<file path="src/rtl/spi_master_sd.sv">
// ============================================================================
// Module   : spi_master_sd
// Brief    : Single-transaction SPI mode-0 master for the MicroSD path:
//            command byte {RW, addr[6:0]} followed by a write or read byte.
//            Optional macro SPI_LSB_FIRST_EN selects LSB-first bit order.
// Revision : 1.0  initial release
// ============================================================================
`default_nettype none

module spi_master_sd #(
    parameter int CLK_DIV = 2
) (
    input  logic       clk,
    input  logic       reset,
    input  logic       EN,
    input  logic       RW,
    input  logic [7:0] addres,
    input  logic [7:0] dataIN,
    input  logic       MISO,
    output logic [7:0] dataOUT,
    output logic       DONE,
    output logic       MOSI,
    output logic       CS,
    output logic       SCLK
);

    localparam int              c_CW       = (CLK_DIV > 1) ? $clog2(CLK_DIV) : 1;
    localparam logic [c_CW-1:0] c_DIV_LAST = c_CW'(CLK_DIV - 1);

    typedef enum logic [1:0] {
        S_IDLE  = 2'd0,
        S_SETUP = 2'd1,
        S_SHIFT = 2'd2,
        S_HOLD  = 2'd3
    } state_t;

    state_t          r_state;
    logic            r_en_d;
    logic            r_rw;
    logic [c_CW-1:0] r_cnt;
    logic [3:0]      r_bit;
    logic [15:0]     r_sreg;
    logic [7:0]      r_rx;

    logic [7:0]      w_cmd;
    logic [7:0]      w_data;
    logic [15:0]     w_tx;
    logic [7:0]      w_rx_next;
    logic            w_start;

    function automatic logic [7:0] bitrev8(input logic [7:0] b);
        logic [7:0] r;
        for (int i = 0; i < 8; i++) begin
            r[i] = b[7-i];
        end
        return r;
    endfunction

    assign w_cmd   = {RW, addres[6:0]};
    assign w_data  = RW ? 8'hFF : dataIN;
    assign w_start = (r_state == S_IDLE) && EN && !r_en_d;

    // The transmit word is pre-ordered so the shifter always sends bit 15 first.
`ifdef SPI_LSB_FIRST_EN
    assign w_tx      = {bitrev8(w_cmd), bitrev8(w_data)};
    assign w_rx_next = {MISO, r_rx[7:1]};
`else
    assign w_tx      = {w_cmd, w_data};
    assign w_rx_next = {r_rx[6:0], MISO};
`endif

    always_ff @(posedge clk or posedge reset) begin
        if (reset) begin
            r_state <= S_IDLE;
            r_en_d  <= 1'b0;
            r_rw    <= 1'b0;
            r_cnt   <= '0;
            r_bit   <= 4'd0;
            r_sreg  <= 16'h0000;
            r_rx    <= 8'h00;
            dataOUT <= 8'h00;
            DONE    <= 1'b0;
            MOSI    <= 1'b1;
            CS      <= 1'b1;
            SCLK    <= 1'b0;
        end else begin
            r_en_d <= EN;
            DONE   <= 1'b0;
            case (r_state)
                S_IDLE: begin
                    CS   <= 1'b1;
                    SCLK <= 1'b0;
                    MOSI <= 1'b1;
                    if (w_start) begin
                        r_sreg  <= w_tx;
                        MOSI    <= w_tx[15];
                        r_rw    <= RW;
                        CS      <= 1'b0;
                        r_cnt   <= '0;
                        r_bit   <= 4'd0;
                        r_state <= S_SETUP;
                    end
                end
                S_SETUP: begin
                    if (r_cnt == c_DIV_LAST) begin
                        r_cnt   <= '0;
                        SCLK    <= 1'b1;
                        r_state <= S_SHIFT;
                    end else begin
                        r_cnt <= r_cnt + 1'b1;
                    end
                end
                S_SHIFT: begin
                    if (r_cnt != c_DIV_LAST) begin
                        r_cnt <= r_cnt + 1'b1;
                    end else begin
                        r_cnt <= '0;
                        if (SCLK) begin
                            SCLK <= 1'b0;
                            if (r_bit != 4'd15) begin
                                MOSI   <= r_sreg[14];
                                r_sreg <= {r_sreg[14:0], 1'b0};
                            end
                        end else if (r_bit == 4'd15) begin
                            r_state <= S_HOLD;
                        end else begin
                            // Rising edge of bit r_bit+1; only the data byte is captured.
                            SCLK  <= 1'b1;
                            r_bit <= r_bit + 4'd1;
                            if (r_bit >= 4'd7) begin
                                r_rx <= w_rx_next;
                            end
                        end
                    end
                end
                S_HOLD: begin
                    if (r_cnt == c_DIV_LAST) begin
                        r_cnt   <= '0;
                        CS      <= 1'b1;
                        MOSI    <= 1'b1;
                        DONE    <= 1'b1;
                        if (r_rw) begin
                            dataOUT <= r_rx;
                        end
                        r_state <= S_IDLE;
                    end else begin
                        r_cnt <= r_cnt + 1'b1;
                    end
                end
                default: r_state <= S_IDLE;
            endcase
        end
    end

endmodule

`default_nettype wire

</file>
<file path="config.mk">
export PLATFORM = sky130hd
export DESIGN_NAME = spi_master_sd
export DESIGN_NICKNAME = d
export VERILOG_FILES = /design/src/rtl/spi_master_sd.sv
export SDC_FILE = /design/constraint.sdc
export NUM_CORES = 1
export LEC_CHECK = 0
export ABC_AREA = 1
export BUFFER_PORTS_ARGS = -buffer_cell sky130_fd_sc_hd__buf_2
export CAP_MARGIN = 20
export CORE_MARGIN = 2
export CORE_UTILIZATION = 50
export CTS_CLUSTER_SIZE = 25
export DETAILED_ROUTE_END_ITERATION = 8
export PLACE_DENSITY_LB_ADDON = 0.1
export REMOVE_ABC_BUFFERS = 1
export SETUP_SLACK_MARGIN = 0.4
export SYNTH_ARGS = -nofsm -noshare
export SYNTH_HDL_FRONTEND = slang
export SYNTH_SLANG_ARGS = --single-unit
</file>
<file path="constraint.sdc">
create_clock -name clk -period 1.4 [get_ports clk]
set_input_delay 0.21 -clock clk [delete_from_list [all_inputs] [get_ports clk]]
set_output_delay 0.21 -clock clk [all_outputs]
set_load 0.005 [all_outputs]
</file>
==> results.py, run 1 <==
metrics = {
    "logic_synthesis": {
        "ys_seq_area_share_pct": 50.4,
        "yosysUniqueCellTypes": 22,
        "synth_cells": 285,
        "synth_warnings": 0,
        "avgSynthCellArea_sq_um": 7.68,
        "ys_ff_latch": 44,
        "syn_area_sq_um": 2190,
    },
    "worst_setup_path": {
        "crit_type": "reg -> reg",
        "rr_worst_depth": 9,
        "r2r-end": "SCLK",
        "crit_arrival_ns": 1.75,
        "worstSetupEndpointType": "flop",
        "timing.rr.start": "r_state[1]",
        "path_max_fanout": 4,
        "cp.required_ns": 1.65,
        "crit_path_start": "r_state[1]",
        "ff2ff_setup_slack_ns": -0.10,
        "crit_path_start_kind": "flop",
    },
    "sta": {
        "clock.fmax_mhz": 666,
        "worstMarginPinSlew_ns": 0.263,
        "setup_violations": 38,
        "fin_worst_skew_ns": 0.00378,
        "slew_violations": 0,
        "finalCritPeriodShare_pct": 107,
        "final-hold-violation-count": 0,
        "rsz0062_at_grt": "true",
        "period_minus_slack_ns": 1.50,
        "hold_ws_ns": 0.0903,
        "timing.final.ws_setup_ns": -0.102,
        "fin_tns_setup_ns": -2.82,
        "max_slew_margin_pct": 82.5,
    },
    "cts": {
        "cts_root_buf": "clkbuf_8",
        "clk_pin_slew_worst_paths_ns": 0.08,
        "cts_num_sinks": 44,
        "clock_latency_ns": 0.30,
        "cts_tree": "built",
        "clock_path_buffers": 2,
        "htreeDepth": 2,
        "cts_buffers": 5,
    },
    "routing": {
        "wl_um": 5130,
        "drcViolationCount": 0,
        "dr.pass1.iters": 4,
        "postRouteAntennaNets": 0,
        "viasPerCell": 5.01,
        "routedWlPerCell_um": 12.2,
        "vias": 2106,
        "initialDrtViolationCount": 114,
    },
    "layout": {
        "antenna_cells": 0,
        "area.growth.synth_to_final_pct": 45.0,
        "layout.nets": 393,
        "finalInstanceArea_sq_um": 3180,
        "drive_above_1_share_pct": 36.7,
    },
    "die": {
        "die_y_um": 70.2,
        "initial_core_util_pct": 51.0,
        "pin_count": 33,
        "die_x_um": 70.2,
        "fp-row-count": 24,
        "die_area_sq_um": 4920,
        "coreArea_sq_um": 4290,
    },
    "power": {
        "p_leak_nw": 1.72,
        "power_w": 0.00645,
        "p_per_area_nw_per_um2": 2030,
        "ir_worst_vdd_mv": 1.30,
    },
    "hold_path": {
        "hp-start": "EN",
        "hold_depth": 1,
        "hold_end": "r_en_d",
        "hold_path.class": "in -> reg",
    },
    "global_route": {
        "grt.overflow.total": 0,
        "grtUsageTotal_pct": 21.1,
        "grt_pass1_vias": 1949,
        "grt_max_degree": 45,
        "grt_pass1_wl_um": 8360,
        "antenna_found_initial": 0,
    },
    "placed_design": {
        "hpwl_um": 3060,
        "post-place-ws_ns": -0.140,
        "gp_congestion": 0.797,
        "placed_area_sq_um": 2630,
        "io_buffers": 31,
    },
    "job": {
        "drv_cap": 0,
    },
    "status": {
        "run_status": "complete, but fails checks",
        "violations": "negative setup slack",
    },
}
worst max-delay path by stage:
stage | cells after the start | slack, ns | endpoint
CTS | 9 | -0.07 | r_sreg[7]
global placement | 9 | -0.13 | r_sreg[8]
finish | 9 | -0.10 | SCLK
global route | 8 | -0.16 | r_rx[3]
detailed placement | 9 | -0.14 | r_sreg[7]
floorplan | 9 | -0.61 | r_sreg[1]
sequential cells by signal, indices dropped and copies added, names as in the netlist:
register and cells:
r_state 2, r_sreg 15, SCLK 1, dataOUT 8, r_rw 1, CS 1, r_bit 4, r_rx 8
DONE 1, r_en_d 1, MOSI 1, r_cnt 1
Yosys cell counts (all sizes together):
library cell,instances,share of area [%]
nand3b,2,0.69
o21ai,27,6.2
ha,5,2.9
dfstp,2,2.4
nor2,11,2.7
a21oi,3,0.86
nand2,129,23
buf,6,1.8
inv,27,4.6
dfrtp,42,48
nor3,1,0.23
nand4,2,0.57
nand3,26,5.9
clkbuf,2,0.34
cell type report:
cell class	count	area (sq um)
Clock buffer	6	82.6
Clock inverter	2	15.0
Fill cell	337	1120
Inverter	27	106
Multi-Input combinational cell	206	1110
Sequential cell	44	1100
Tap cell	52	65.1
Timing Repair Buffer	83	689
stage by stage:
stage | util, % | std cells
after floorplan | - | 277
after global placement | 61.2 | 387
after detailed placement | 61.2 | 387
after CTS | 69.1 | 411
after global routing | 74.0 | 420
final | 74.0 | 420
worst max-delay path, stage by stage, from the launching register on:
cell and delay, ns:
dfrtp_1 0.42, buf_4 0.15, buf_6 0.11, buf_6 0.11, ha_4 0.16, buf_6 0.12
nand3b_1 0.17, nor2_1 0.10, nand2_1 0.05, nand2_1 0.05
layout by cell type, fill, tap and decap left out, drive strengths merged:
master       instances
nand2              129
buf                 81
dfrtp               42
o21ai               27
nand3               26
inv                 26
nor2                11
clkbuf               7
ha                   5
a21oi                3
dfstp                2
nand4                2
nand3b               2
clkinvlp             2
clkinv               1
nor3                 1
dlygate4sd3          1
kinds of logic (layout without fill, tap and decap cells):
kind of cell | count (synthesis) | count (layout) | synth area share (%)
adder cells (fa/ha/maj) | 5 | 5 | 2.86
flip-flops | 44 | 44 | 50.4
buffers and inverters | 35 | 118 | 6.74
AO/OA/AOI/OAI | 30 | 30 | 7.03
AND/OR/NAND/NOR | 171 | 171 | 33.0
report_power, final:
| part | internal, W | switching (W) |
|---|---|---|
| Sequential | 0.00167 | 0.000215 |
| Clock | 0.000400 | 0.000451 |
| Combinational | 0.00173 | 0.00199 |
timing repair:
action / 4_1_cts / 5_1_grt
cloned: 2 / 1
resized for setup: 41 / 35
setup buffers: 13 / 8
setup endpoints to repair: 54 / 55
pin swaps: 12 / 7
endpoints found under the hold margin: 42 / 0
hold buffers: 1 / 0
metal layers:
layer	track usage [%]	vias to the layer above	share of wire (%)
met2	37.0	36	52
li1	-	1060	-
met3	4.91	7	3.8
met1	25.7	1003	43
met4	6.62	0	1.2
met5	0	-	0
(Power assumes the default switching activity.)
==> inputs of run 2 (changes only) <==
--- a/config.mk
+++ b/config.mk
@@ -8,13 +8,14 @@
 export ABC_AREA = 1
 export BUFFER_PORTS_ARGS = -buffer_cell sky130_fd_sc_hd__buf_2
 export CAP_MARGIN = 20
-export CORE_MARGIN = 2
 export CORE_UTILIZATION = 50
 export CTS_CLUSTER_SIZE = 25
 export DETAILED_ROUTE_END_ITERATION = 8
+export GPL_ROUTABILITY_DRIVEN = 0
 export PLACE_DENSITY_LB_ADDON = 0.1
 export REMOVE_ABC_BUFFERS = 1
 export SETUP_SLACK_MARGIN = 0.4
+export SKIP_LAST_GASP = 1
 export SYNTH_ARGS = -nofsm -noshare
 export SYNTH_HDL_FRONTEND = slang
 export SYNTH_SLANG_ARGS = --single-unit
==> run 2 against run 1 <==
The flow still finishes with violations (negative setup slack). Critical path type unchanged. Critical endpoint is now r_bit[0]. Cell area increased by 1.4%. Hold slack got worse by 0.0045 ns. Via count increased by 0.62%.
==> results.py, run 2 (synthesized netlist as in run 1, its figures left out) <==
metrics = {
    "worst_setup_path": {
        "cp_slowest_cell": "dfrtp_1",
        "path_max_fanout": 9,
        "crit_type": "reg -> reg",
        "slowest_delay_ns": 0.42,
        "crit_path_start_kind": "flop",
        "crit_chain": "inv_2, ha_2, inv_2, nand2_4, nand2_4, nor2_8, buf_12, nand3b_1, nand2_1",
        "crit_arrival_ns": 1.80,
        "worstSetupEndpointType": "flop",
        "cp.required_ns": 1.65,
    },
    "cts": {
        "cts_root_buf": "clkbuf_8",
        "clock_latency_ns": 0.31,
        "clock_path_buffers": 2,
        "htreeDepth": 2,
        "cts_num_sinks": 44,
        "clk_pin_slew_worst_paths_ns": 0.08,
        "cts_buffers": 5,
        "cts_tree": "built",
    },
    "status": {
        "run_status": "complete, but fails checks",
        "violations": "negative setup slack",
    },
    "global_route": {
        "grt_pass1_wl_um": 8020,
        "grt_pass1_vias": 1825,
        "grt_max_degree": 45,
        "grt.overflow.total": 0,
        "antenna_found_initial": 0,
        "grtUsageTotal_pct": 23.8,
    },
    "placed_design": {
        "post-place-ws_ns": -0.122,
        "io_buffers": 31,
        "hpwl_um": 3060,
        "placed_area_sq_um": 2630,
    },
    "power": {
        "seqPwrFrac_pct": 27.7,
        "p_leak_nw": 1.72,
        "ir_worst_vdd_mv": 1.65,
        "pwr-share-comb_pct": 57.4,
        "p_clk_share_pct": 14.9,
        "p_per_area_nw_per_um2": 2180,
        "switching_share_pct": 42.2,
        "intPower_w": 0.00405,
        "p_sw_w": 0.00296,
    },
    "sta": {
        "finalCritPeriodShare_pct": 111,
        "hold_ws_ns": 0.0858,
        "worstMarginPinSlew_ns": 0.253,
        "max_slew_margin_pct": 83.1,
        "rsz0062_at_grt": "true",
        "fin_tns_setup_ns": -3.64,
        "timing.final.ws_setup_ns": -0.157,
        "clock.fmax_mhz": 642,
        "fin_worst_skew_ns": 0.00620,
        "period_minus_slack_ns": 1.56,
        "slew_violations": 0,
        "final-hold-violation-count": 0,
        "setup_violations": 30,
    },
    "die": {
        "fp-row-count": 23,
        "die_area_sq_um": 4650,
        "pin_count": 33,
        "coreArea_sq_um": 4120,
        "die_x_um": 68.2,
        "initial_core_util_pct": 53.2,
        "die_y_um": 68.2,
    },
    "layout": {
        "fillers": 285,
        "final_cell_mix": "nand2_1, dfrtp_1, buf_2",
        "layout_commonest_cell": "nand2_1",
        "antenna_cells": 0,
        "largest_registers": "r_sreg: 15 flops, dataOUT: 8 flops, r_rx: 8 flops",
        "finalInstanceArea_sq_um": 3220,
        "drive_above_1_share_pct": 36.6,
        "multi_input_area_sq_um": 1210,
        "utilization_pct": 78.2,
        "layout.nets": 383,
        "ff_latch_area_sq_um": 1100,
        "largest_register": "r_sreg",
        "largest_reg_flops": 15,
        "area.growth.synth_to_final_pct": 47.0,
    },
    "routing": {
        "viasPerCell": 5.19,
        "drcViolationCount": 0,
        "wl_um": 5770,
        "routedWlPerCell_um": 14.1,
        "initialDrtViolationCount": 130,
        "postRouteAntennaNets": 0,
        "dr.pass1.iters": 4,
        "vias": 2119,
    },
    "hold_path": {
        "hold_path.class": "in -> reg",
    },
    "job": {
        "drv_cap": 0,
    },
}
## run 2: changes by cell type in the layout (fill, tap and decap cells not counted), sizes merged
cell and change:
bufinv +1, clkinvlp -2, clkinv +1, clkbuf +1, buf -11
## run 2: power groups by stage
stage | Sequential, W | Clock [W] | Combinational (W)
after CTS | 0.00189 | 0.00106 | 0.00326
after floorplan | 0.00187 | 0 | 0.00176
after detailed placement | 0.00189 | 0 | 0.00285
after global routing | 0.00197 | 0.00110 | 0.00444
after global placement | 0.00188 | 0 | 0.00280
final | 0.00194 | 0.00105 | 0.00402
## run 2: cell type report
type	instances	share of cell area, %
Clock buffer	6	2.57
Clock inverter	2	1.20
Inverter	27	3.30
Multi-Input combinational cell	206	37.5
Sequential cell	44	34.3
Tap cell	50	1.94
Timing Repair Buffer	73	19.2
## run 2: critical path: cells and delay by family (launching register included)
family                     cells  cell delay, ns
and+or+nand+nor                5            0.52
DFF                            1            0.42
buffers and inverters          3            0.33
adders and majority gates      1            0.22
## run 2: repair_timing
action / 4_1_cts / 5_1_grt
gates resized for setup: 35 / 50
buffers inserted: 1 / 5
cloned: 3 / 3
pin swaps: 2 / 12
endpoints found under the setup margin: 55 / 55
hold buffers: 1 / 0
hold endpoints to repair: 42 / 0
## run 2: final timing paths
path                                  from         end  slack [ns]  cells after the start
max in group asynchronous            reset          CS        0.66                      4
worst max-delay path            r_state[0]    r_bit[0]       -0.16                      9
worst min-delay path                    EN      r_en_d        0.09                      1
worst min register to register        MOSI        MOSI        0.47                      2
min in group asynchronous            reset  dataOUT[1]        0.47                      4
worst max register to register  r_state[0]    r_bit[0]       -0.16                      9
## run 2: stage by stage
step / total power (W) / instances
4_1_cts: 0.00621 / 400
2_1_floorplan: 0.00363 / 277
5_1_grt: 0.00752 / 408
3_3_place_gp: 0.00468 / 387
6_report: 0.00701 / 408
3_5_place_dp: 0.00474 / 387
## run 2: routing by layer
metal  vias up  routed length, um  GRT usage, %
met1       997               2520          30.3
met5         -                  0             0
li1       1051                  -             -
met2        61               2930          40.0
met3        10                230          4.17
met4         0                 95          8.85
